**src/rtl/lab3_pkg.sv**
```systemverilog
// Shared definitions for the round-robin arbiter/encoder: requester count,
// index width and the controller state encoding.
package lab3_pkg;

  localparam int N_REQ = 16;
  localparam int IDX_W = 4;

  typedef enum logic {
    ST_IDLE  = 1'b0,
    ST_GRANT = 1'b1
  } state_e;

endpackage

```
**src/rtl/rr_pick.sv**
```systemverilog
// Combinational rotating first-set picker: finds the first set request at or
// above ptr, wrapping from the top index back to 0.
module rr_pick
  import lab3_pkg::*;
(
  input  logic [N_REQ-1:0] req,
  input  logic [IDX_W-1:0] ptr,
  output logic [N_REQ-1:0] onehot,
  output logic [IDX_W-1:0] idx,
  output logic             any
);

  logic [IDX_W-1:0] cand;

  // NOTE: every output gets a default before the search loop, so no path
  // through the block leaves a value unassigned and no latch is inferred.
  always_comb begin
    onehot = '0;
    idx    = '0;
    any    = 1'b0;
    cand   = '0;
    for (int i = 0; i < N_REQ; i++) begin
      // The index adder wraps modulo N_REQ because N_REQ == 2**IDX_W.
      cand = ptr + IDX_W'(i);
      if (!any && req[cand]) begin
        any          = 1'b1;
        idx          = cand;
        onehot[cand] = 1'b1;
      end
    end
  end

endmodule

```
**src/rtl/rr_arb_enc_ctrl.sv**
```systemverilog
// Round-robin arbiter with registered one-hot grant, binary index and a
// hold-limit timeout. A grant is always followed by one idle cycle.
module rr_arb_enc_ctrl
  import lab3_pkg::*;
#(
  parameter int MAX_HOLD = 8
) (
  input  logic             clock,
  input  logic             reset,
  input  logic [N_REQ-1:0] req,
  input  logic             enable,
  output logic [N_REQ-1:0] grant,
  output logic [IDX_W-1:0] grant_idx,
  output logic             grant_valid,
  output logic             timeout
);

  localparam int                HOLD_W   = $clog2(MAX_HOLD + 1);
  localparam logic [HOLD_W-1:0] HOLD_MAX = HOLD_W'(MAX_HOLD);

  state_e            state, state_n;
  logic [IDX_W-1:0]  ptr, ptr_n;
  logic [HOLD_W-1:0] hold_cnt, hold_n;
  logic [N_REQ-1:0]  grant_n;
  logic [IDX_W-1:0]  grant_idx_n;
  logic              grant_valid_n;
  logic              timeout_n;

  logic [N_REQ-1:0]  pick_onehot;
  logic [IDX_W-1:0]  pick_idx;
  logic              pick_any;
  logic              at_limit;
  logic              still_wanted;

  rr_pick u_pick (
    .req    (req),
    .ptr    (ptr),
    .onehot (pick_onehot),
    .idx    (pick_idx),
    .any    (pick_any)
  );

  assign at_limit     = (hold_cnt == HOLD_MAX);
  assign still_wanted = req[grant_idx] && enable;

  always_comb begin
    state_n       = state;
    ptr_n         = ptr;
    hold_n        = hold_cnt;
    grant_n       = grant;
    grant_idx_n   = grant_idx;
    grant_valid_n = grant_valid;
    timeout_n     = 1'b0;
    unique case (state)
      ST_IDLE: begin
        grant_n       = '0;
        grant_idx_n   = '0;
        grant_valid_n = 1'b0;
        hold_n        = '0;
        if (enable && pick_any) begin
          state_n       = ST_GRANT;
          grant_n       = pick_onehot;
          grant_idx_n   = pick_idx;
          grant_valid_n = 1'b1;
          hold_n        = HOLD_W'(1);
        end
      end
      ST_GRANT: begin
        if (!still_wanted || at_limit) begin
          state_n       = ST_IDLE;
          grant_n       = '0;
          grant_idx_n   = '0;
          grant_valid_n = 1'b0;
          hold_n        = '0;
          ptr_n         = grant_idx + IDX_W'(1);
          // A requester release or enable drop wins over the hold limit.
          timeout_n     = still_wanted && at_limit;
        end else begin
          hold_n = hold_cnt + HOLD_W'(1);
        end
      end
      default: state_n = ST_IDLE;
    endcase
  end

  // NOTE: sequential state uses non-blocking assignments so every register
  // samples the pre-edge values, independent of statement order.
  always_ff @(posedge clock or posedge reset) begin
    if (reset) begin
      state       <= ST_IDLE;
      ptr         <= '0;
      hold_cnt    <= '0;
      grant       <= '0;
      grant_idx   <= '0;
      grant_valid <= 1'b0;
      timeout     <= 1'b0;
    end else begin
      state       <= state_n;
      ptr         <= ptr_n;
      hold_cnt    <= hold_n;
      grant       <= grant_n;
      grant_idx   <= grant_idx_n;
      grant_valid <= grant_valid_n;
      timeout     <= timeout_n;
    end
  end

endmodule

```
**config.mk**
```make
export PLATFORM = sky130hd
export DESIGN_NAME = rr_arb_enc_ctrl
export DESIGN_NICKNAME = d
export VERILOG_FILES = /design/src/rtl/lab3_pkg.sv /design/src/rtl/rr_pick.sv /design/src/rtl/rr_arb_enc_ctrl.sv
export SDC_FILE = /design/constraint.sdc
export NUM_CORES = 1
export LEC_CHECK = 0
export CAP_MARGIN = 20
export CELL_PAD_IN_SITES_DETAIL_PLACEMENT = 1
export CELL_PAD_IN_SITES_GLOBAL_PLACEMENT = 2
export CORE_AREA = 8 8 167 122
export CTS_CLUSTER_DIAMETER = 50
export DETAILED_ROUTE_END_ITERATION = 16
export DIE_AREA = 0 0 175 130
export PLACE_DENSITY_LB_ADDON = 0.1
export SLEW_MARGIN = 15
export SYNTH_ARGS = -nofsm -noshare
export SYNTH_HDL_FRONTEND = slang
export SYNTH_SLANG_ARGS = --single-unit
```
**constraint.sdc**
```tcl
create_clock -name clock -period 3.7 [get_ports clock]
set_input_delay 0.74 -clock clock [delete_from_list [all_inputs] [get_ports clock]]
set_output_delay 0.74 -clock clock [all_outputs]
set_load 0.005 [all_outputs]
```
==> reports/summary.txt <==
DP Cell Count: 1211
multi-input logic area: 5200 um^2
CTS tree: done
DR WL/cell: 29.9 um
clk_skew: 0.00921 ns
Via density: 6.45
top layer in use: met5
Clk pin slew, worst setup/hold paths: 0.05 ns
Yosys Warn Count: 0
largest net degree at the start of global routing: 30
num ports: 41
GP Congestion: 1.02
root buf cell: clkbuf_16
final wirelength: 37.4 mm
Worst path max stage delay: 0.46 ns
antenna cell count: 0
DRT iter0 DRCs: 1032
row count: 41
post-synthesis sequential area ratio: 0.135
synthesized instance count: 757
final setup fails: 14
met3 wire len: 4.61 mm
core area: 17700 um^2
HP Class: reg2reg
fmax: 0.260 GHz
worst-skew pair later-pin latency: 0.29 ns
Antenna Nets Post-Route: 0
Met2 Wirelength: 15.5 mm
share of layout cells above drive strength 1: 0.424
Synth Area per Inst: 7.62 um^2
Die X: 175 um
Most used DFF post-synth: dfrtp_1
global-route wire length before repair: 54.3 mm
Synth Register Bits: 31
layout filler cell count: 2149
cts hold-fix bufs: 0
All-Layer GR Usage: 0.318
Mapped Nets: 792
most common cell after layout, fill and taps aside: buf_4
sequential cell area: 777 um^2
min setup slack post-route: -0.139 ns
critical path cell sequence: inv_4, ha_4, buf_8, buf_6, mux2_4, mux2i_2, o2bb2a_2, buf_4, nand2_1, a31oi_1, o211ai_1, a311oi_1, o21ai_1, a211oi_1, a22oi_1
H-tree Lvls: 2
Slew headroom: 0.337
clock sink count: 31
unrepaired setup endpoints after global routing: yes
Max Slew Vio Count: 0
maxcap violations: 0
clock buffer depth: 2
run status: finished with violations
Final Hold Fails: 0
period utilisation layout: 1.04
worst-path fanout max: 8
CP Data Arrival Time: 3.99 ns
Post-Layout Cell Count: 1248
async set-reset flop share out of synthesis: 1.00
Port Buf Inserts: 40
initial antenna violation count: 2
most frequent cells in the layout: buf_4, nand2_1, nor2_1
Critical Path Source Type: flip-flop
CP max-delay cell: dfrtp_2
Worst setup EP type: flip-flop
number of synthesized flops with an enable pin: 0
via count: 8049
critical path class: reg2reg
Detailed Place HPWL: 29.3 mm
Die ar.: 22800 um^2
Initial Util: 0.326
violated checks: negative setup slack
DRC: 0
final net count: 1047
grt ovf: 0
Cell variety after synth: 85
Tightest Pin Transition: 0.994 ns
wl on met1: 16.4 mm
cts bufs inserted: 5
worst path required time: 3.85 ns
Period minus WS final: 3.84 ns
DRT Pass-1 Iters: 5
Die H: 130 um
Cell Area, Synth: 5770 um^2
vias in the first global route: 8230
Area Overhead vs Synth: 56.4%
==> flip-flops by register name, summed over array words and instances (netlist names) <==
signal / count
grant: 16
grant_idx: 4
hold_cnt: 4
ptr: 4
grant_valid: 1
state: 1
timeout: 1
==> area by class of cell <==
cell class	instances	share of cell area
inverter	19	0.00971
sequential	31	0.0861
multi-input combinational	653	0.576
tap	236	0.0327
clock buffer	6	0.0143
clock inverter	1	0.00333
timing repair buffer	302	0.277
==> metrics by stage <==
| stage | setup TNS (ns) | cell area (um^2) | util | worst slack, ns | hold slack [ns] |
|---|---|---|---|---|---|
| floorplan | 0 | 5900 | - | 0.00856 | 0.471 |
| global placement | -10.57 | 8110 | 0.458 | -0.594 | 0.460 |
| detailed placement | -11.29 | 8110 | 0.458 | -0.608 | 0.484 |
| CTS | -0.234 | 8720 | 0.493 | -0.0671 | 0.503 |
| global route | -2.48 | 9020 | 0.510 | -0.226 | 0.517 |
| finish | -0.986 | 9020 | 0.510 | -0.139 | 0.496 |
==> worst max-delay path: cells and delay by family (launching register included) <==
family | cells | cell delay (ns)
AO/OA/AOI/OAI | 7 | 1.62
AND/OR/NAND/NOR | 1 | 0.18
adder cells (fa/ha/maj) | 1 | 0.35
multiplexers | 2 | 0.58
buffers and inverters | 4 | 0.50
flip-flops | 1 | 0.46
==> logic make-up after synthesis <==
kind of cell               synth area share
muxes                                 0.176
DFF                                   0.135
adders and majority gates            0.0347
and+or+nand+nor                       0.275
buffers and inverters                0.0612
xor gates and xnor gates             0.0330
AOI/OAI and AO/OA                     0.285
==> layer usage <==
metal / vias to the layer above / track usage
met5: - / 0
met4: 4 / 0.0701
met2: 468 / 0.469
met3: 82 / 0.122
li1: 3426 / -
met1: 4069 / 0.432
==> final timing paths <==
check / from / endpoint / slack (ns) / cells after the start
setup / recovery: ptr[1] / grant[11] / -0.14 / 15
hold / removal: grant[12] / grant[12] / 0.50 / 2
setup reg to reg: ptr[1] / grant[11] / -0.14 / 15
hold reg to reg: grant[12] / grant[12] / 0.50 / 2
max in group asynchronous: reset / grant[2] / 1.97 / 3
min in group asynchronous: reset / grant_idx[3] / 0.99 / 2
==> cells in the mapped netlist (6+ instances only) <==
cell,instances,area [um^2]
a21oi_1,39,195
o21ai_0,29,145
and3_1,9,56.3
o31ai_1,6,45.0
mux2i_1,29,290
inv_1,15,56.3
nand3_1,34,170
o22ai_1,11,68.8
a221oi_1,8,70.1
nand2_1,115,432
mux2_2,19,214
a211oi_1,12,90.1
o221ai_1,12,105
xnor2_1,12,105
nand2b_1,6,37.5
nor2_1,64,240
dfrtp_1,31,776
o32ai_1,6,52.6
buf_6,7,78.8
a31oi_1,16,100
and2_1,14,87.6
clkbuf_1,31,116
or3_1,9,56.3
xor2_1,6,52.6
ha_1,16,200
a22oi_1,13,97.6
buf_2,9,45.0
nand4_1,7,43.8
nor3_1,22,110
a32oi_1,10,87.6
o211ai_1,11,82.6
mux4_2,20,450
nor2b_1,7,43.8
==> timing repair <==
item	4_1_cts	5_1_grt
resized for setup	90	57
endpoints found under the setup margin	23	23
gates cloned	0	0
pin swaps	22	26
buffers inserted	24	8
Power is not shown: default switching activity piles up to over one toggle a cycle in this logic, so the estimate is an artifact.
